### src/rtl/adc_fe_pkg.sv
// adc_fe_pkg: shared widths, data-format encoding and saturation limits for
// the ADC capture front-end (adc_capture_frontend / adc_fe_channel).
// Optional build macro used by the front-end: ADC_CAPTURE_FRONTEND_TESTPAT_EN.
package adc_fe_pkg;

  localparam int unsigned ADC_W_DEF    = 14;
  localparam int unsigned OUT_W_DEF    = 16;
  localparam int unsigned AVG_LOG2_MAX = 4;

  typedef enum logic {
    FMT_TWOS   = 1'b0,
    FMT_OFFBIN = 1'b1
  } fmt_e;

  // Largest positive value representable in a signed out_w-bit sample.
  function automatic int sat_max(input int unsigned out_w);
    return (1 << (out_w - 1)) - 1;
  endfunction

  // Most negative value representable in a signed out_w-bit sample.
  function automatic int sat_min(input int unsigned out_w);
    return -(1 << (out_w - 1));
  endfunction

endpackage

### src/rtl/adc_fe_channel.sv
// adc_fe_channel: one ADC channel of the capture front-end.
//   DCO synchroniser + rising-edge detect, input/hold registers,
//   S1 (format convert, sign-extend, offset subtract, saturate, sticky flag),
//   S2 (box-car accumulate / decimate by 2^AVG_LOG2, valid strobe).
// Ports:
//   clk, rst (async, active-low), enable, fmt_offset_bin, clear_flags
//   adc_d [ADC_W], adc_dco            raw data and its data clock
//   dc_offset [OUT_W]                 signed offset subtracted in S1
//   sample_out [OUT_W], sample_valid  averaged sample and one-cycle strobe
//   sat_flag                          sticky saturation flag
//   tp_sel (only with ADC_CAPTURE_FRONTEND_TESTPAT_EN) selects the ramp source
module adc_fe_channel
  import adc_fe_pkg::*;
#(
  parameter int unsigned ADC_W       = ADC_W_DEF,
  parameter int unsigned OUT_W       = OUT_W_DEF,
  parameter int unsigned AVG_LOG2    = 0,
  parameter int unsigned SYNC_STAGES = 2
) (
  input  logic             clk,
  input  logic             rst,
  input  logic             enable,
  input  logic             fmt_offset_bin,
`ifdef ADC_CAPTURE_FRONTEND_TESTPAT_EN
  input  logic             tp_sel,
`endif
  input  logic [ADC_W-1:0] adc_d,
  input  logic             adc_dco,
  input  logic [OUT_W-1:0] dc_offset,
  input  logic             clear_flags,
  output logic [OUT_W-1:0] sample_out,
  output logic             sample_valid,
  output logic             sat_flag
);

  localparam int unsigned ACC_W = OUT_W + AVG_LOG2;
  localparam int unsigned CNT_W = (AVG_LOG2 > 0) ? AVG_LOG2 : 1;
  localparam logic signed [OUT_W:0] SAT_HI = (OUT_W+1)'(sat_max(OUT_W));
  localparam logic signed [OUT_W:0] SAT_LO = (OUT_W+1)'(sat_min(OUT_W));
  localparam logic [CNT_W-1:0] CNT_LAST = CNT_W'((1 << AVG_LOG2) - 1);

  logic [SYNC_STAGES-1:0] sync_q;
  logic                   hist_q;
  logic                   edge_c;
  logic                   accept;
  logic [ADC_W-1:0]       d_q;
  logic [ADC_W-1:0]       hold_q;
  logic                   hold_vld;
  logic                   hold_tp;
  logic [ADC_W-1:0]       load_d;
  logic                   load_tp;

  logic [ADC_W-1:0]        src;
  logic signed [OUT_W:0]   ext;
  logic signed [OUT_W:0]   diff;
  logic                    clamp_hi;
  logic                    clamp_lo;
  logic [OUT_W-1:0]        s1_d;
  logic [OUT_W-1:0]        s1_q;
  logic                    s1_vld;

  logic signed [ACC_W-1:0] acc_q;
  logic signed [ACC_W-1:0] s1_ext;
  logic signed [ACC_W-1:0] sum;
  logic [CNT_W-1:0]        cnt_q;

  always_ff @(posedge clk or negedge rst) begin
    if (!rst) begin
      sync_q <= '0;
      hist_q <= 1'b0;
      d_q    <= '0;
    end else begin
      sync_q <= {sync_q[SYNC_STAGES-2:0], adc_dco};
      hist_q <= sync_q[SYNC_STAGES-1];
      d_q    <= adc_d;
    end
  end

  assign edge_c = sync_q[SYNC_STAGES-1] & ~hist_q;
  assign accept = edge_c & enable;

`ifdef ADC_CAPTURE_FRONTEND_TESTPAT_EN
  logic [ADC_W-1:0] ramp_q;

  always_ff @(posedge clk or negedge rst) begin
    if (!rst) begin
      ramp_q <= '0;
    end else if (accept) begin
      ramp_q <= ramp_q + 1'b1;
    end
  end

  assign load_d  = tp_sel ? ramp_q : d_q;
  assign load_tp = tp_sel;
`else
  assign load_d  = d_q;
  assign load_tp = 1'b0;
`endif

  always_ff @(posedge clk or negedge rst) begin
    if (!rst) begin
      hold_q   <= '0;
      hold_vld <= 1'b0;
      hold_tp  <= 1'b0;
    end else begin
      hold_vld <= accept;
      if (accept) begin
        hold_q  <= load_d;
        hold_tp <= load_tp;
      end
    end
  end

  // Ramp samples bypass format conversion: they are always two's complement.
  always_comb begin
    src = hold_q;
    if ((fmt_e'(fmt_offset_bin) == FMT_OFFBIN) && !hold_tp) begin
      src[ADC_W-1] = ~src[ADC_W-1];
    end
    ext      = (OUT_W+1)'($signed(src));
    diff     = ext - $signed({dc_offset[OUT_W-1], dc_offset});
    clamp_hi = diff > SAT_HI;
    clamp_lo = diff < SAT_LO;
    s1_d     = diff[OUT_W-1:0];
    if (clamp_hi) begin
      s1_d = SAT_HI[OUT_W-1:0];
    end else if (clamp_lo) begin
      s1_d = SAT_LO[OUT_W-1:0];
    end
  end

  // A new clamp takes priority over a simultaneous clear.
  always_ff @(posedge clk or negedge rst) begin
    if (!rst) begin
      s1_q     <= '0;
      s1_vld   <= 1'b0;
      sat_flag <= 1'b0;
    end else begin
      s1_vld <= hold_vld & enable;
      if (hold_vld) begin
        s1_q <= s1_d;
      end
      if (hold_vld && enable && (clamp_hi || clamp_lo)) begin
        sat_flag <= 1'b1;
      end else if (clear_flags) begin
        sat_flag <= 1'b0;
      end
    end
  end

  assign s1_ext = ACC_W'($signed(s1_q));
  assign sum    = acc_q + s1_ext;

  // Dropping enable empties the window so re-enabling starts a fresh one.
  always_ff @(posedge clk or negedge rst) begin
    if (!rst) begin
      acc_q        <= '0;
      cnt_q        <= '0;
      sample_out   <= '0;
      sample_valid <= 1'b0;
    end else begin
      sample_valid <= 1'b0;
      if (!enable) begin
        acc_q <= '0;
        cnt_q <= '0;
      end else if (s1_vld) begin
        if (cnt_q == CNT_LAST) begin
          sample_out   <= OUT_W'(sum >>> AVG_LOG2);
          sample_valid <= 1'b1;
          acc_q        <= '0;
          cnt_q        <= '0;
        end else begin
          acc_q <= sum;
          cnt_q <= cnt_q + 1'b1;
        end
      end
    end
  end

endmodule

### src/rtl/adc_capture_frontend.sv
// adc_capture_frontend: NCH-channel ADC capture front-end. Each channel is an
// independent adc_fe_channel; this level only slices the packed buses.
// Ports:
//   clk, rst (async, active-low), enable, fmt_offset_bin, clear_flags
//   adc_d [NCH*ADC_W], adc_dco [NCH], dc_offset [NCH*OUT_W]
//   sample_out [NCH*OUT_W], sample_valid [NCH], sat_flag [NCH]
//   tp_sel: present only when ADC_CAPTURE_FRONTEND_TESTPAT_EN is defined
module adc_capture_frontend
  import adc_fe_pkg::*;
#(
  parameter int unsigned NCH         = 2,
  parameter int unsigned ADC_W       = ADC_W_DEF,
  parameter int unsigned OUT_W       = OUT_W_DEF,
  parameter int unsigned AVG_LOG2    = 0,
  parameter int unsigned SYNC_STAGES = 2
) (
  input  logic                 clk,
  input  logic                 rst,
  input  logic                 enable,
  input  logic                 fmt_offset_bin,
`ifdef ADC_CAPTURE_FRONTEND_TESTPAT_EN
  input  logic                 tp_sel,
`endif
  input  logic [NCH*ADC_W-1:0] adc_d,
  input  logic [NCH-1:0]       adc_dco,
  input  logic [NCH*OUT_W-1:0] dc_offset,
  input  logic                 clear_flags,
  output logic [NCH*OUT_W-1:0] sample_out,
  output logic [NCH-1:0]       sample_valid,
  output logic [NCH-1:0]       sat_flag
);

  for (genvar c = 0; c < NCH; c++) begin : g_ch
    adc_fe_channel #(
      .ADC_W       (ADC_W),
      .OUT_W       (OUT_W),
      .AVG_LOG2    (AVG_LOG2),
      .SYNC_STAGES (SYNC_STAGES)
    ) u_ch (
      .clk            (clk),
      .rst            (rst),
      .enable         (enable),
      .fmt_offset_bin (fmt_offset_bin),
`ifdef ADC_CAPTURE_FRONTEND_TESTPAT_EN
      .tp_sel         (tp_sel),
`endif
      .adc_d          (adc_d[c*ADC_W +: ADC_W]),
      .adc_dco        (adc_dco[c]),
      .dc_offset      (dc_offset[c*OUT_W +: OUT_W]),
      .clear_flags    (clear_flags),
      .sample_out     (sample_out[c*OUT_W +: OUT_W]),
      .sample_valid   (sample_valid[c]),
      .sat_flag       (sat_flag[c])
    );
  end

endmodule
### config.mk
export PLATFORM = sky130hd
export DESIGN_NAME = adc_capture_frontend
export DESIGN_NICKNAME = d
export VERILOG_FILES = /design/src/rtl/adc_fe_pkg.sv /design/src/rtl/adc_fe_channel.sv /design/src/rtl/adc_capture_frontend.sv
export SDC_FILE = /design/constraint.sdc
export NUM_CORES = 1
export LEC_CHECK = 0
export CAP_MARGIN = 20
export CORE_MARGIN = 5
export CORE_UTILIZATION = 40
export DETAILED_ROUTE_END_ITERATION = 10
export GPL_TIMING_DRIVEN = 0
export PLACE_DENSITY_LB_ADDON = 0.08
export SYNTH_ARGS = -nofsm -noshare
export SYNTH_HDL_FRONTEND = slang
export SYNTH_SLANG_ARGS = --single-unit
### constraint.sdc
create_clock -name clk -period 3.6 [get_ports clk]
set_input_delay 0.54 -clock clk [delete_from_list [all_inputs] [get_ports clk]]
set_output_delay 0.54 -clock clk [all_outputs]
set_load 0.01 [all_outputs]
### After elaboration in Yosys (flattened, before gate mapping)

Index checks and enable logic that the tools add are counted.

| cells by class | value |
|---|---|
| $add $sub $neg | 6 |
| multipliers | 0 |
| div/mod/pow operators | 0 |
| magnitude comparators | 4 |
| eq/ne operators | 2 |
| shifts and indexed selects | 0 |
| muxes and demuxes | 27 |
| bitwise gates (word level) | 12 |
| reduce and logical (&&, ||, !) cells | 10 |

Operators by type and width:

| kind | count |
|---|---|
| 16-bit two-way mux | 10 |
| 17-bit by 16-bit > comparator with 1-bit output, second input constant | 2 |
| 17-bit by 16-bit < comparator with 1-bit output, second input constant | 2 |
| 14-bit by 16-bit subtractor with 17-bit output | 2 |
| 16-bit adder | 2 |
| 1-bit two-way mux | 17 |
| 1-bit AND | 6 |
| 1-bit NOT | 6 |
| 3-bit AND reduction | 2 |
| 1-bit logical AND | 4 |
| 2-bit by 1-bit inequality test with 1-bit output, second input constant | 2 |
| 2-bit nonzero test | 2 |
| 1-bit adder, second input constant | 2 |
| 1-bit logical OR | 2 |

| word-level totals | value |
|---|---|
| register bits | 168 |
| latch bits | 0 |
| RAM bits | 0 |
| bits in read-only memories | 0 |
| input bits | 67 |
| output and inout port bits | 36 |
| logic and storage cells | 85 |
| memories | 0 |

### Logic depth before layout (Yosys ltp)

| logic depth | value |
|---|---|
| depth in word-level cells | 7 |
| mapped depth | 13 |
| depth with buffers taken out | 11 |

### By module

A second synthesis with hierarchy kept.

| second synthesis, totals | value |
|---|---|
| cells, all modules | 660 |
| area total of the unflattened synthesis | 6,576.3 µm² |

By module, submodules not included:

| module | instances | cells each | area each (µm²) | sequential area each (µm²) |
|---|---|---|---|---|
| adc_fe_channel | 2 | 330 | 3,288.2 | 1,676.6 |

### Worst setup path after synthesis

OpenSTA, ideal clock, no wires.

| path | value |
|---|---|
| path type | in2reg |
| from | input dc_offset[22] |
| to | register g_ch[1].u_ch.sat_flag |
| setup time | 121 ps |
| arrival time | 2,796 ps |
| required time | 3,479 ps |
| slack | 683 ps |
| stages | 11 |
| buffers on the path | 1 |
| cell sequence | inv_1 > ha_1 > a21o_1 > a31o_1 > a221oi_2 > a211oi_1 > o32a_1 > and3_1 > buf_6 > or2_1 > a22o_1 |

| on the way | value |
|---|---|
| cells in the longest elaborated chain, start to end | 5 |
| elaborated cells on any way between the ends | 7 |
| classes of those cells | add/sub (1); order compare (2); mux (1); reduce/logical (3) |

RTL lines:

| what | line | RTL |
|---|---|---|
| start: declaration | adc_capture_frontend.sv:26 | `input logic [NCH*OUT_W-1:0] dc_offset,` |
| 14-bit by 16-bit subtractor with 17-bit output * | adc_fe_channel.sv:121 | `diff = ext - $signed({dc_offset[OUT_W-1], dc_offset});` |
| 17-bit by 16-bit > comparator with 1-bit output or 17-bit by 16-bit < comparator with 1-bit output (tied branches) | adc_fe_channel.sv:122, adc_fe_channel.sv:123 |  |
| 1-bit logical OR * | adc_fe_channel.sv:143 | `if (hold_vld && enable && (clamp_hi \|\| clamp_lo)) begin` |
| 1-bit logical AND * | adc_fe_channel.sv:143 |  |
| 1-bit two-way mux or 2-bit nonzero test (tied branches) | n/a |  |
| end signal: assignment | adc_fe_channel.sv:137 | `sat_flag <= 1'b0;` |
| end signal: assignment | adc_fe_channel.sv:144 | `sat_flag <= 1'b1;` |
| end signal: assignment | adc_fe_channel.sv:146 | `sat_flag <= 1'b0;` |
| end: declaration | adc_fe_channel.sv:33 | `output logic sat_flag` |

Mark *: on every way between the ends. The rest lies on a longest branch, timed or not.
A chain may end at the register's enable or synchronous reset.

### Final worst setup path

| path | value |
|---|---|
| from | input fmt_offset_bin |
| to | register g_ch[0].u_ch.s1_q[5] |

| on the way | value |
|---|---|
| cells in the longest elaborated chain, start to end | 5 |
| elaborated cells on any way between the ends | 6 |
| classes of those cells | add/sub (1); order compare (2); mux (3) |

RTL lines:

| what | line | RTL |
|---|---|---|
| start: declaration | adc_capture_frontend.sv:20 | `input logic fmt_offset_bin,` |
| 1-bit two-way mux * | adc_fe_channel.sv:117 | `if ((fmt_e'(fmt_offset_bin) == FMT_OFFBIN) && !hold_tp) begin` |
| 14-bit by 16-bit subtractor with 17-bit output * | adc_fe_channel.sv:121 |  |
| 17-bit by 16-bit < comparator with 1-bit output | adc_fe_channel.sv:123 | `clamp_lo = diff < SAT_LO;` |
| 16-bit two-way mux | adc_fe_channel.sv:127 | `end else if (clamp_lo) begin` |
| 16-bit two-way mux * | adc_fe_channel.sv:125 | `if (clamp_hi) begin` |
| end signal: assignment | adc_fe_channel.sv:135 | `s1_q <= '0;` |
| end signal: assignment | adc_fe_channel.sv:141 | `s1_q <= s1_d;` |
| end: declaration | adc_fe_channel.sv:59 | `logic [OUT_W-1:0] s1_q;` |

Marks and branches as above.

==> summary.txt <==
Status
  • Outcome: completed

Cells and area
  • Synth-to-layout area growth: 30.7%
  • Antenna diode count: 0
  • Share of layout cells above drive strength 1: 0.0899
  • Nets@finish: just under 900
  • Final Core Density: 0.530
  • Filler cells: 1438
  • Most frequent cells in the layout: dfrtp_1 (134), nand2_1 (116), clkdlybuf4s50_1 (101), inv_1 (63), nor2_1 (44)
  • Most common cell after layout, fill and taps aside: dfrtp_1
  • Post-Layout Cell Count: roughly 1000

Power and ir drop
  • Pwr dens: 668 nW/µm²
  • Maximum VDD drop: roughly 0.33 mV
  • Leak Pwr: between 3 and 4 nW

STA
  • Hold slack: 48.3 ps
  • Tcrit/Tclk final: 0.928
  • Setup violators final: 0
  • Fmax achieved: 299 MHz
  • Fin Setup TNS: 0 ps
  • Final worst slack: between 200 and 300 ps
  • RSZ-0062 raised after global routing: false
  • Headroom to the max-slew limit: 0.608
  • Final hold violation count: 0
  • Minimum clock period: between 3000 and 4000 ps
  • Clk_skew: roughly 8.1 ps
  • Worst-Margin Slew: approximately 570 ps
  • Max-slew violations: 0

Critical path
  • Crit path DAT: 3610 ps
  • Crit. Startpoint: fmt_offset_bin
  • Most frequent CP cell: a21oi_1
  • Worst Setup Start Kind: primary input
  • Worst setup EP type: flop
  • CP Max Fanout: 10
  • Top delay family on crit path: compound AO/OA/AOI/OAI gates
  • RR Startpoint: g_ch[1].u_ch.hold_q[6]$_DFFE_PN0P_
  • Slowest cell on the critical path: clkdlybuf4s50_1
  • Critical-path cell list: clkdlybuf4s50_1, xor2_2, ha_1, a21oi_1, o21ai_0, a21oi_1, a41o_1, nand2_1, buf_2, a2111oi_0, a211oi_1
  • Worst setup path class: in -> reg
  • Crit-path max cell delay: about 600 ps
  • Worst Path Required: about 3900 ps
  • Worst Path Buf+Inv: 2

Detailed routing
  • Via Count: 4793
  • Final ANT Viol Nets: 0
  • Residual DRC: 0
  • Drt first pass iters: 4
  • Via-per-instance ratio: 4.82
  • Total routed wirelength: 14100 µm
  • Drt wl/cell: between 10 and 15 µm
  • DRT iter0 DRCs: 210

Placement
  • Post-DP HPWL: around 11000 µm
  • Cells after DPL: slightly below 1000
  • GP Congestion: between 0.8 and 0.9
  • Pre-CTS setup slack: -349 ps
  • Buffers on Ports: 102

Yosys
  • Synth Flop Type: dfrtp_1
  • Largest family of logic cells by synthesized area: compound AO/OA/AOI/OAI gates
  • Synth Area per Inst: ~10 µm²
  • EDFF count, synth: 0
  • Synth Instances: 644
  • Async set or reset register ratio after synthesis: 1.00
  • Synthesis-stage register bit count: approximately 130
  • Seq/Total Area, Yosys: 0.524
  • Synth warn: 0
  • Compound-gate portion of the synthesized area: 0.157
  • Post-Synth Adder-Cell Area: 0.0689
  • Simple-gate portion of the synthesized area: 0.134
  • Syn Nets: ~750
  • Post-synth cell types: 55
  • Post-synthesis mux area share: 0.0317
  • Mapped Area: ~6400 µm²
  • Post-Synth XOR/XNOR Area: 0.0274

Clock network
  • Clock transition at the registers of the reported paths: ~60 ps
  • H-tree levels: 4
  • CTS root buffer: clkbuf_16
  • CTS tree: built
  • Clock buffer count from CTS: 17
  • # Post-CTS Setup Buffers: 0
  • Worst-Skew Late Latency: between 400 and 500 ps
  • Clock sinks: about 130
  • Clk buf depth: 2

Die
  • Core area: 15800 µm²
  • # IOs: 103
  • Die ar.: about 19000 µm²
  • Width of the die: 136 µm
  • Row count: 46
  • Die Height: 136 µm
  • Initial core utilization: 0.405

Global routing
  • Total gr overflow: 0
  • Antenna violations before repair: 0
  • First-pass GRT wire length: 23200 µm
  • Total track usage: 0.159
  • Vias in the first global route: between 4000 and 5000
  • Largest net degree at the start of global routing: just under 90

Job
  • Number of max-cap violations: 0

Hold path
  • Hold crit path type: in -> async
==> cells by family (layout without fill, tap and decap cells) <==
| kind of cell | after synthesis | count (layout) |
|---|---|---|
| flops | 134 | 134 |
| compound gates | 149 | 149 |
| fa+ha+maj | 34 | 34 |
| mux | 18 | 18 |
| simple gates | 201 | 201 |
| buf+inv | 88 | 223 |
| xor+xnor | 20 | 20 |
==> flip-flops by register name (all words and copies together), names as in the netlist <==
signal	flops
g_ch.u_ch.sample_out	32
g_ch.u_ch.sync_q	4
g_ch.u_ch.s1_ext	32
g_ch.u_ch.d_q	28
g_ch.u_ch.hold_q	28
g_ch.u_ch.sample_valid	2
g_ch.u_ch.sat_flag	2
g_ch.u_ch.s1_vld	2
g_ch.u_ch.hold_vld	2
g_ch.u_ch.hist_q	2
==> metal layers <==
layer | vias to the layer above | routed length, µm | track usage
met1 | 2220 | 7390 | 0.239
met2 | 110 | 5900 | 0.223
met4 | 0 | 238 | 0.0605
met3 | 18 | 605 | 0.0366
met5 | - | 0 | 0
li1 | 2445 | - | -
==> cell usage after synthesis, types with 11 or more instances <==
master,number,area (µm²)
nor2_1,44,165
ha_1,32,400
clkbuf_1,16,60.1
dfrtp_1,134,3350
mux2_2,18,203
a211oi_1,11,82.6
nand2_1,116,435
o21ai_0,35,175
o22ai_1,15,93.8
xnor2_1,14,123
a21oi_1,23,115
inv_1,63,236
==> final cells by class <==
type	count	area, µm²	area share
multi-input cells	422	2700	0.323
clock buffers	19	453	0.0542
flip-flops and latches	134	3350	0.401
well taps	216	270	0.0323
inverters	63	236	0.0283
plain buffers	25	121	0.0145
repair buffers	103	1050	0.126
clock inverters	13	173	0.0207
==> per-stage QoR <==
step / power (W) / area [µm²]
final: 0.00559 / 8360
after global routing: 0.00594 / 8360
after CTS: 0.00565 / 8340
after detailed placement: 0.00383 / 7710
after global placement: 0.00378 / 7680
after floorplan: 0.00310 / 6390
==> power breakdown <==
part	total [W]	internal (W)	switching, W
clock network	0.00179	0.00113	0.000655
registers	0.00207	0.00188	0.000189
logic	0.00173	0.000858	0.000870
total	0.00559	0.00387	0.00171
==> timing repair <==
action	CTS	global route
setup endpoints to repair	0	16
hold buffers	0	0
gates resized for setup	0	3
==> path summary, 6_finish.rpt <==
path                       slack, ps  depth (start not counted)                                  end
hold reg to reg                  350                          0     g_ch[0].u_ch.sync_q[1]$_DFF_PN0_
setup / recovery                 260                         11   g_ch[0].u_ch.s1_ext[5]$_DFFE_PN0P_
max in group asynchronous       2790                          2  g_ch[1].u_ch.s1_ext[12]$_DFFE_PN0P_
min in group clk                 350                          0     g_ch[0].u_ch.sync_q[1]$_DFF_PN0_
hold / removal                    50                          1       g_ch[1].u_ch.d_q[12]$_DFF_PN0_
setup reg to reg                 510                         10   g_ch[1].u_ch.s1_ext[7]$_DFFE_PN0P_
Note: power is estimated with default switching activity, not from simulation.
==> edit, RTL diff (config.mk and constraints unchanged) <==
Register the output `sample_out`; this adds one clock of latency there. The other outputs are not delayed to match. Comments in the files are not updated.
--- a/src/rtl/adc_capture_frontend.sv
+++ b/src/rtl/adc_capture_frontend.sv
@@ -31,4 +31,6 @@
 );
 
+  logic [NCH*OUT_W-1:0] sample_d;
+
   for (genvar c = 0; c < NCH; c++) begin : g_ch
     adc_fe_channel #(
@@ -49,5 +51,5 @@
       .dc_offset      (dc_offset[c*OUT_W +: OUT_W]),
       .clear_flags    (clear_flags),
-      .sample_out     (sample_out[c*OUT_W +: OUT_W]),
+      .sample_out     (sample_d[c*OUT_W +: OUT_W]),
       .sample_valid   (sample_valid[c]),
       .sat_flag       (sat_flag[c])
@@ -55,3 +57,7 @@
   end
 
+  always_ff @(posedge clk) begin
+      sample_out <= sample_d;
+  end
+
 endmodule
Formal check against the unedited RTL: not equivalent (Yosys sat finds a counterexample within 10 cycles, from zero or initial values and one cycle with rst low).
==> edit against the unedited design <==
First-iteration DRC count fell by 12%. Via count is 4.5% higher. Maximum frequency down 0.67%. Cell count is 6.5% higher. Global-route usage decreased by 0.83 points. Routed wire length increased by 3.2%. Sequential cell count rose by 32. Area after synthesis rose by 11%. Power rose by 9.3%. Setup slack worse by 0.023 ns. Design area is 7.7% higher. Synthesized cell count up 8.5%. Register-to-register slack better by 0.05 ns. Critical path type unchanged. Largest power group unchanged.
==> edit: results (changes against the unedited design) <==
Pwr:
- The net switching power figure came to 0.00187 W (+9.2%).
- The leakage power figure came to 4.27 nW (+8.5%).
- The worst supply voltage drop on vdd is 0.370 mV (+13%).
- The clock network power share came to 29.4% (-2.6 points).

Final layout:
- The clock network area share came to 6.59% (-0.90 points).
- The fraction of layout cells with a size suffix above 1 is 7.43% (-1.6 points).
- The number of signal-net inverters in the final layout is 77 (+22%).
- The number of fill cells is 1576 (+9.6%).
- The sequential share of cell area was 44.4% (+4.2 points).

Status:
- The run finished with clean final reports.

Timing:
- The post-route fraction of the period consumed by the critical path was 93.5% (+0.63 points).
- The clock tree skew after final layout is 0.00606 ns (-0.00206 ns).
- The worst hold margin is 0.352 ns (+0.304 ns).

Synth:
- The adder-cell share of the synthesized area is 6.23% (-0.66 points).
- The average footprint of a synthesized cell is 10.1 µm² (+1.8%).
- The sequential area share after synthesis was 56.5% (+4.1 points).
- The xor-xnor portion of the synthesized cell area is 3.33% (+0.59 points).

Setup path:
- The worst reg-to-reg setup slack came to 0.56 ns (+0.05 ns).
- The count of cells along the worst register-to-register path is 9 (-1).
- The worst register-to-register path ends at g_ch[0].u_ch.s1_ext[9].
- The worst path arrival time is 3.70 ns (+0.09 ns).

Place:
- The HPWL after detailed placement is 11.2 mm (+2.9%).
- The cell total after placement is 1027 (+6.6%).

Global routing:
- The pin count of the biggest net entering global routing was 104 (+17%).
- The met3 track demand over resource in global routing was 3.42% (-0.25 points).

Route:
- The post-route met1 wirelength came to 7.35 mm (-0.51%).
- The via count of the routed design is 5011 (+4.5%).
- The count of TritonRoute iterations in the first routing pass was 5 (+1).

Worst hold path:
- The tightest min-delay check is of the flip-flop to flip-flop type.
-- edit: worst max-delay path by stage --
stage / start / end / cells past startpoint
global route: fmt_offset_bin / g_ch[0].u_ch.s1_ext[9] / 10
global placement: rst / g_ch[1].u_ch.sample_valid / 1
detailed placement: fmt_offset_bin / g_ch[0].u_ch.s1_ext[9] / 10
CTS: fmt_offset_bin / g_ch[0].u_ch.s1_ext[9] / 10
floorplan: dc_offset[16] / g_ch[1].u_ch.s1_ext[10] / 10
finish: fmt_offset_bin / g_ch[0].u_ch.s1_ext[9] / 10
-- edit: what timing repair did --
action / in CTS / in global routing
gates resized for setup: 0 / 0
setup buffers: 0 / 0
hold endpoints to repair: 16 / 0
hold buffers: 1 / 0
-- edit: critical path, cell delays in order --
cell,delay (ns)
clkdlybuf4s50_1,0.56
xor2_1,0.42
ha_1,0.39
a21o_1,0.23
a311oi_1,0.39
a41oi_1,0.23
nor3_2,0.45
buf_2,0.29
nor2_1,0.08
o22ai_1,0.12
